**config.mk**
```make
export PLATFORM = sky130hd
export DESIGN_NAME = dot_update_scheduler
export DESIGN_NICKNAME = d
export VERILOG_FILES = /design/src/rtl/dot_update_scheduler.sv
export SDC_FILE = /design/constraint.sdc
export NUM_CORES = 1
export LEC_CHECK = 0
export BUFFER_PORTS_ARGS = -buffer_cell sky130_fd_sc_hd__buf_2
export CAP_MARGIN = 5
export CORE_MARGIN = 2
export CORE_UTILIZATION = 35
export DETAILED_ROUTE_END_ITERATION = 6
export GPL_ROUTABILITY_DRIVEN = 0
export GPL_TIMING_DRIVEN = 0
export HOLD_SLACK_MARGIN = 0.12
export MAX_ROUTING_LAYER = met4
export PLACE_DENSITY_LB_ADDON = 0.05
export SETUP_SLACK_MARGIN = 0.1
export SLEW_MARGIN = 20
export SYNTH_ARGS = -nofsm -noshare
export SYNTH_HDL_FRONTEND = slang
export SYNTH_SLANG_ARGS = --single-unit
```
**constraint.sdc**
```tcl
create_clock -name clk -period 5 [get_ports clk]
set_clock_uncertainty 0.1 [all_clocks]
set_input_delay 0.25 -clock clk [delete_from_list [all_inputs] [get_ports clk]]
set_output_delay 0.25 -clock clk [all_outputs]
set_load 0.01 [all_outputs]
```
**src/rtl/dot_update_scheduler.sv**
```systemverilog
// dot_update_scheduler: queues processor dot moves and replays them as
// atomic X-then-Y register writes inside the window that follows screenEnd.
// Ports: clk, reset (async, active low), screenEnd, req_valid/req_ready with
//   req_id/req_x/req_y, dotWren/is_Yloc/dotID/dotLoc to the dot registers,
//   backlog, window_done, err_bad_id.
// Build option DOT_SCHED_CHAMPION_EN adds champ_valid/champ_x/champ_y.
module dot_update_scheduler #(
  parameter int NUM_DOTS      = 38,
  parameter int FIFO_DEPTH    = 8,
  parameter int WINDOW_CYCLES = 1024,
  parameter int X_MAX         = 639,
  parameter int Y_MAX         = 479
) (
  input  logic                          clk,
  input  logic                          reset,
  input  logic                          screenEnd,
  input  logic                          req_valid,
  output logic                          req_ready,
  input  logic [31:0]                   req_id,
  input  logic [9:0]                    req_x,
  input  logic [8:0]                    req_y,
`ifdef DOT_SCHED_CHAMPION_EN
  input  logic                          champ_valid,
  input  logic [9:0]                    champ_x,
  input  logic [8:0]                    champ_y,
`endif
  output logic                          dotWren,
  output logic                          is_Yloc,
  output logic [31:0]                   dotID,
  output logic [31:0]                   dotLoc,
  output logic [$clog2(FIFO_DEPTH):0]   backlog,
  output logic                          window_done,
  output logic                          err_bad_id
);

  localparam int AW = $clog2(FIFO_DEPTH);
  localparam int WW = $clog2(WINDOW_CYCLES + 1);

  typedef enum logic [1:0] {
    IDLE = 2'd0,
    WR_X = 2'd1,
    WR_Y = 2'd2
  } state_t;

  state_t state;
  state_t next;

  logic [31:0]   fifo_id [FIFO_DEPTH];
  logic [9:0]    fifo_x  [FIFO_DEPTH];
  logic [8:0]    fifo_y  [FIFO_DEPTH];
  logic [AW-1:0] wr_ptr;
  logic [AW-1:0] rd_ptr;
  logic [AW:0]   count;

  logic full;
  logic empty;
  logic accept;
  logic id_ok;
  logic push;
  logic pop;

  logic [9:0] clamp_x;
  logic [8:0] clamp_y;

  logic [WW-1:0] win_cnt;
  logic          win_ok;

  logic        src_champ;
  logic        have_work;
  logic        take;
  logic [31:0] head_id;
  logic [9:0]  head_x;
  logic [8:0]  head_y;

  logic [31:0] cur_id;
  logic [9:0]  cur_x;
  logic [8:0]  cur_y;

  // ---------------- request side ----------------

  assign full      = count == (AW+1)'(FIFO_DEPTH);
  assign empty     = count == '0;
  assign req_ready = !full;
  assign accept    = req_valid && req_ready;
  assign id_ok     = req_id < 32'(NUM_DOTS);
  // Out-of-range ids complete the handshake but never occupy a slot.
  assign push      = accept && id_ok;
  assign backlog   = count;

  assign clamp_x = (req_x > 10'(X_MAX)) ? 10'(X_MAX) : req_x;
  assign clamp_y = (req_y > 9'(Y_MAX))  ? 9'(Y_MAX)  : req_y;

  always_ff @(posedge clk) begin
    if (push) begin
      fifo_id[wr_ptr] <= req_id;
      fifo_x[wr_ptr]  <= clamp_x;
      fifo_y[wr_ptr]  <= clamp_y;
    end
  end

  always_ff @(posedge clk or negedge reset) begin
    if (!reset) begin
      wr_ptr <= '0;
      rd_ptr <= '0;
      count  <= '0;
    end else begin
      if (push) begin
        wr_ptr <= wr_ptr + 1'b1;
      end
      if (pop) begin
        rd_ptr <= rd_ptr + 1'b1;
      end
      unique case ({push, pop})
        2'b10:   count <= count + 1'b1;
        2'b01:   count <= count - 1'b1;
        default: count <= count;
      endcase
    end
  end

  always_ff @(posedge clk or negedge reset) begin
    if (!reset) begin
      err_bad_id <= 1'b0;
    end else if (accept && !id_ok) begin
      err_bad_id <= 1'b1;
    end
  end

  // ---------------- write window ----------------

  always_ff @(posedge clk or negedge reset) begin
    if (!reset) begin
      win_cnt     <= '0;
      window_done <= 1'b0;
    end else begin
      // A reload on the last open cycle keeps the window open: no pulse.
      window_done <= !screenEnd && (win_cnt == WW'(1));
      if (screenEnd) begin
        win_cnt <= WW'(WINDOW_CYCLES);
      end else if (win_cnt != '0) begin
        win_cnt <= win_cnt - 1'b1;
      end
    end
  end

  // Two cycles must remain so the Y half never lands after the window.
  assign win_ok = win_cnt > WW'(1);

  // ---------------- optional champion entry ----------------

`ifdef DOT_SCHED_CHAMPION_EN
  logic       champ_pend;
  logic [9:0] champ_xq;
  logic [8:0] champ_yq;

  always_ff @(posedge clk or negedge reset) begin
    if (!reset) begin
      champ_pend <= 1'b0;
      champ_xq   <= '0;
      champ_yq   <= '0;
    end else if (champ_valid) begin
      // A fresh write wins over a same-cycle issue of the old value.
      champ_pend <= 1'b1;
      champ_xq   <= (champ_x > 10'(X_MAX)) ? 10'(X_MAX) : champ_x;
      champ_yq   <= (champ_y > 9'(Y_MAX))  ? 9'(Y_MAX)  : champ_y;
    end else if (take && src_champ) begin
      champ_pend <= 1'b0;
    end
  end

  assign src_champ = champ_pend;
  assign head_id   = src_champ ? 32'(NUM_DOTS) : fifo_id[rd_ptr];
  assign head_x    = src_champ ? champ_xq : fifo_x[rd_ptr];
  assign head_y    = src_champ ? champ_yq : fifo_y[rd_ptr];
`else
  assign src_champ = 1'b0;
  assign head_id   = fifo_id[rd_ptr];
  assign head_x    = fifo_x[rd_ptr];
  assign head_y    = fifo_y[rd_ptr];
`endif

  // ---------------- issue FSM ----------------

  assign have_work = src_champ || !empty;
  // A new pair may start from IDLE or straight after a Y write.
  assign take      = win_ok && have_work && (state != WR_X);
  assign pop       = take && !src_champ;

  always_ff @(posedge clk or negedge reset) begin
    if (!reset) begin
      state <= IDLE;
    end else begin
      state <= next;
    end
  end

  always_comb begin
    next = state;
    unique case (state)
      IDLE:    next = take ? WR_X : IDLE;
      WR_X:    next = WR_Y;
      WR_Y:    next = take ? WR_X : IDLE;
      default: next = IDLE;
    endcase
  end

  always_ff @(posedge clk or negedge reset) begin
    if (!reset) begin
      cur_id <= '0;
      cur_x  <= '0;
      cur_y  <= '0;
    end else if (take) begin
      cur_id <= head_id;
      cur_x  <= head_x;
      cur_y  <= head_y;
    end
  end

  always_comb begin
    dotWren = 1'b0;
    is_Yloc = 1'b0;
    unique case (1'b1)
      state == WR_X: dotWren = 1'b1;
      state == WR_Y: begin
        dotWren = 1'b1;
        is_Yloc = 1'b1;
      end
      default: ;
    endcase
  end

  // Outside a pair the last written (Y) location stays on the bus.
  assign dotID  = cur_id;
  assign dotLoc = (state == WR_X) ? {22'd0, cur_x} : {23'd0, cur_y};

endmodule

```
Word level (Yosys, flattened, before mapping):

Memories as Yosys holds them, arrays and structs flattened. A register that Yosys moved wholly into a read port is not among the register bits.
Index checks and enable logic that the tools add are counted.

* register bits after elaboration: 25
* RAM bits: 408
* logic and storage cells: 58
* memories: 3

* add/sub/neg operators: 5
* order comparisons: 4
* eq/ne operators: 7
* multiplexer cells: 12
* reductions and logical operators: 20

Memory list
* fifo_id: words 8, width 32, rd ports 1, clocked after memory_dff 1, write ports 1, RTL line 48 `logic [31:0] fifo_id [FIFO_DEPTH];`
* fifo_x: words 8, width 10, rd ports 1, clocked after memory_dff 1, write ports 1, RTL line 49 `logic [9:0] fifo_x [FIFO_DEPTH];`
* fifo_y: words 8, width 9, rd ports 1, clocked after memory_dff 1, write ports 1, RTL line 50 `logic [8:0] fifo_y [FIFO_DEPTH];`

Operators by type and width (count)
* less-than comparator 32 x 6 -> 1 bit, second input constant: 1
* two-way mux 11 bit: 2
* two-way mux 10 bit: 2
* equality test 11 x 1 -> 1 bit, second input constant: 1
* greater-than comparator 11 x 1 -> 1 bit, second input constant: 1
* nonzero test 11 bit: 1
* subtractor 11 x 1 -> 11 bit, second input constant: 1
* greater-than comparator 10 bit, second input constant: 1
* greater-than comparator 9 bit, second input constant: 1
* two-way mux 9 bit: 1
* one-hot mux 4 bit (2 select lines): 1
* logical NOT 1 bit: 7
* adder 3 x 1 -> 3 bit, second input constant: 2
* logical AND 1 bit: 6
* two-way mux 1 bit: 5
* adder 4 x 1 -> 4 bit, second input constant: 1
* equality test 2 x 1 -> 1 bit, second input constant: 2
* equality test 2 bit, second input constant: 2
* equality test 4 bit, second input constant: 1
* logical NOT 4 bit: 1
* one-hot mux 2 bit (2 select lines): 1
* nonzero test 2 bit: 2
* OR reduction 2 bit: 2
* subtractor 4 x 1 -> 4 bit, second input constant: 1
* other kinds (2): 2

Logic depth before layout (Yosys ltp):

* word-level depth: 6
* depth in mapped cells: 12
* depth with buffers taken out: 11

Least setup slack after synthesis:

No wires, ideal clock.

* path kind: input port to flip-flop
* from: in req_id[16]
* to: mem fifo_id[0][0], enable pin
* library setup time: 0.522 ns
* arrival: 4.849 ns
* required time: 4.378 ns
* path slack: -0.471 ns
* cell stages on the path: 4
* path through: nor4_1 -> o2111ai_1 -> or4_1 -> nor3_1

* longest elaborated chain between the ends: 4

RTL lines
* from (decl): RTL line 19 `input logic [31:0] req_id,`
* less-than comparator 32 x 6 -> 1 bit: RTL line 85 `assign id_ok = req_id < 32'(NUM_DOTS);`
* logical AND 1 bit: RTL line 87 `assign push = accept && id_ok;`
* two-way mux 1 bit: RTL line 94 `if (push) begin`
* two-way mux 1 bit (not written as such): RTL line 95 `fifo_id[wr_ptr] <= req_id;`
* to (decl): RTL line 48

No other way between the ends.

Worst setup path after layout:

* from: in req_id[31]
* to: mem fifo_id[2][0], enable pin

Same word-level chain as after synthesis.

==> summary.txt <==
status = completed
R2R Path Start = win_cnt[6]
r2r worst-path depth = 12
die area = 0.0570 sq mm
Post-Syn Area = 0.0193 sq mm
Crit Path Class = in -> reg
# diodes = 0
nets = 1,241
Syn Inst Count = 906
pwr dens = 401 mW/mm^2
clk sinks = 484
Seq/Total Area, Yosys = 73.4%
Synth Flop Type = edfxtp_1
Synth area leader = edfxtp_1
Slew Limit Fails = 0
Syn Area/Cell = 21.3 sq um
Final setup viols = 0
relative slew slack = 36.9%
HPWL after DPL = 29,700 um
Starting Density = 35.2%
worst min path class = in -> reg
Post-synth EDFFs = 408
remaining antenna violation count = 0
Critical Path Max Stage Delay = 800 ps
setup ws final = 1300 ps
top cell type's share of synthesized area = 63.6%
Post-CTS Setup Bufs = 0
CTS clock-pin slew for the worst setup and hold paths = 60 ps
I/O Buffers = 105
flop2flop setup slack = 1620 ps
drt via density = 4.93
chip width = 239 um
first-pass GRT wire length = 67,900 um
initial antenna violation count = 0
CTS H-tree depth = 2
most area-consuming cells after synthesis = edfxtp_1 (64%), mux4_2 (12%), dfrtp_1 (9.9%)
DP Worst Slack = 1120 ps
placed inst area = 0.0216 sq mm
hold_sp = req_y[2]
CP max FO = 15
f_max = 0.271 GHz
most frequent CP cell = buf_16
First DRT Iteration DRCs = 738
Avg WL per Cell = 23.9 um
Hold Crit Depth = 2
fin crit period = 3700 ps
Critical Path RT = 5170 ps
core box area = 0.0548 sq mm
Peak VDD IR = 0.228 mV
final std cells w/o fill = 1,923
CTS tree = yes
Design Area, Final = 0.0238 sq mm
CP endpoint kind = flop
RSZ-0062 raised after global routing = no
max cap viols = 0
final worst path period share = 73.9%
Hold Path End = fifo_y[0][2]
#FFs+latches synth = 484
via count = 9,480
Tot GR Track Use = 17.0%
row count = 86
Async SR Flop Fraction = 15.7%
final hold violations = 0
gr ovfl total = 0
first-pass iteration count of the detailed router = 4
post-synthesis cell type count = 51
layout cells sized above 1 = 39.5%
cell chain of the critical path = dlygate4sd3_1 -> buf_2 -> nor4_1 -> nand4_1 -> or4_1 -> nor2_4 -> buf_16 -> buf_12 -> buf_16
Routed WL = 45,900 um
placed instance count = 1,767
worst-case clock buffer depth = 3
TritonCTS Buffers = 54
area delta synth->final = 23.5%
arrival time at the worst endpoint = 3870 ps
leakage power = 8.38 nW
clock tree root driver cell = clkbuf_16
Syn. warnings = 0
worst r2r dst = backlog[2]
worst skew pair latency = 580 ps
Ports = 128
vias in the first global route = 9,945
slowest CP cell = nor4_1
Remaining DRCs = 0
CP Launch Type = primary input
die height = 239 um
Least-Margin Pin Slew = 946 ps
largest net degree at the start of global routing = 53
## routing by layer
metal	track usage (%)	share of wire [%]	vias up
li1	-	-	4199
met1	22.8	45	5035
met2	27.2	49	189
met3	2.93	3.6	57
met4	4.09	1.7	0
met5	-	0	-
## worst max-delay path by stage
stage                    start  cells past startpoint       endpoint
floorplan           req_id[16]                      4  fifo_id[6][0]
global placement    req_id[31]                      5   fifo_x[6][0]
detailed placement  req_id[31]                      8   fifo_x[2][0]
CTS                 req_id[31]                      9  fifo_id[2][0]
global route        req_id[31]                      9  fifo_id[2][0]
finish              req_id[31]                      9  fifo_id[2][0]
## Yosys cell counts, types with 3 or more instances
cell and n:
mux2_2 67, a21oi_1 5, inv_1 6, ha_1 12
buf_4 22, nor4_1 8, buf_2 11, o21ai_0 5
buf_6 5, mux4_2 102, or4_1 3, clkbuf_1 23
nand2b_1 18, or3_1 4, nor2_1 19, xor2_1 9
nand4_1 5, mux2_4 47, nor3_1 6, nand2_1 7
and2_1 3, nor2b_1 3, dfrtp_1 76, edfxtp_1 408
## per-stage QoR
stage               hold WS, ps  utilization, %  setup TNS [ps]  power, W
finish                      157            43.4               0   0.00953
floorplan                  -146               -               0   0.00543
CTS                         146            43.4               0   0.00968
global route                191            43.4               0   0.00993
detailed placement         52.9            39.4               0   0.00582
global placement            353            37.9        -1065210   0.00580
## cell type report
type                    count  area (sq um)
multi-input cells         374          4870
repair buffers            191          1820
inverters                   6          22.5
well taps                 704           881
plain buffers              63           372
clock buffers              73          1470
fillers                  4747         31000
clock inverters            28           208
flip-flops and latches    484         14200
## timing repair
action,in CTS,in global routing
resized for setup,0,0
endpoints found under the hold margin,485,0
hold buffers,55,0
## layout by cell type, fill, tap and decap left out, drive strengths merged, types with 2 or more instances in the layout
cell / instances
or4b: 2
dfrtp: 76
clkinv: 23
clkbuf: 96
nor2: 19
edfxtp: 408
nand4: 5
and2: 3
o31ai: 2
nand2b: 18
o41ai: 2
bufinv: 3
conb: 22
buf: 177
or3: 4
a211oi: 2
inv: 7
a21oi: 5
o21ai: 5
xnor2: 2
nor4: 9
nor2b: 3
xor2: 9
nor3: 7
ha: 12
dlygate4sd3: 54
mux2: 115
or4: 3
mux4: 102
nand2: 7
## cell families (layout without fill, tap and decap cells)
family / after synthesis / in the layout / synth area share, %
and+or+nand+nor: 86 / 86 / 2.64
other: 1 / 22 / 0.0195
DFF: 484 / 484 / 73.4
buffers and inverters: 69 / 361 / 2.04
xor gates and xnor gates: 11 / 11 / 0.500
AOI/OAI and AO/OA: 26 / 26 / 1.03
adders and majority gates: 12 / 12 / 0.779
muxes: 217 / 217 / 19.6
## state kept, by name (all words and copies together) (netlist names)
| name | cells |
|---|---|
| fifo_id | 256 |
| fifo_x | 80 |
| fifo_y | 72 |
| dotID | 32 |
| win_cnt | 11 |
| cur_x | 10 |
| cur_y | 9 |
| backlog | 4 |
| rd_ptr | 3 |
| wr_ptr | 3 |
| state | 2 |
| err_bad_id | 1 |
| window_done | 1 |
## report_power, final
| part | internal (W) | switching [W] | total [W] |
|---|---|---|---|
| clock | 0.00221 | 0.00157 | 0.00378 |
| sequential | 0.00456 | 0.000135 | 0.00470 |
| combinational | 0.000564 | 0.000487 | 0.00105 |
## worst max-delay path: cells and delay by family
family	cells	cell delay (ps)
simple gates	4	2220
buf+inv	5	1380
Note: power is estimated with default switching activity, not from simulation.
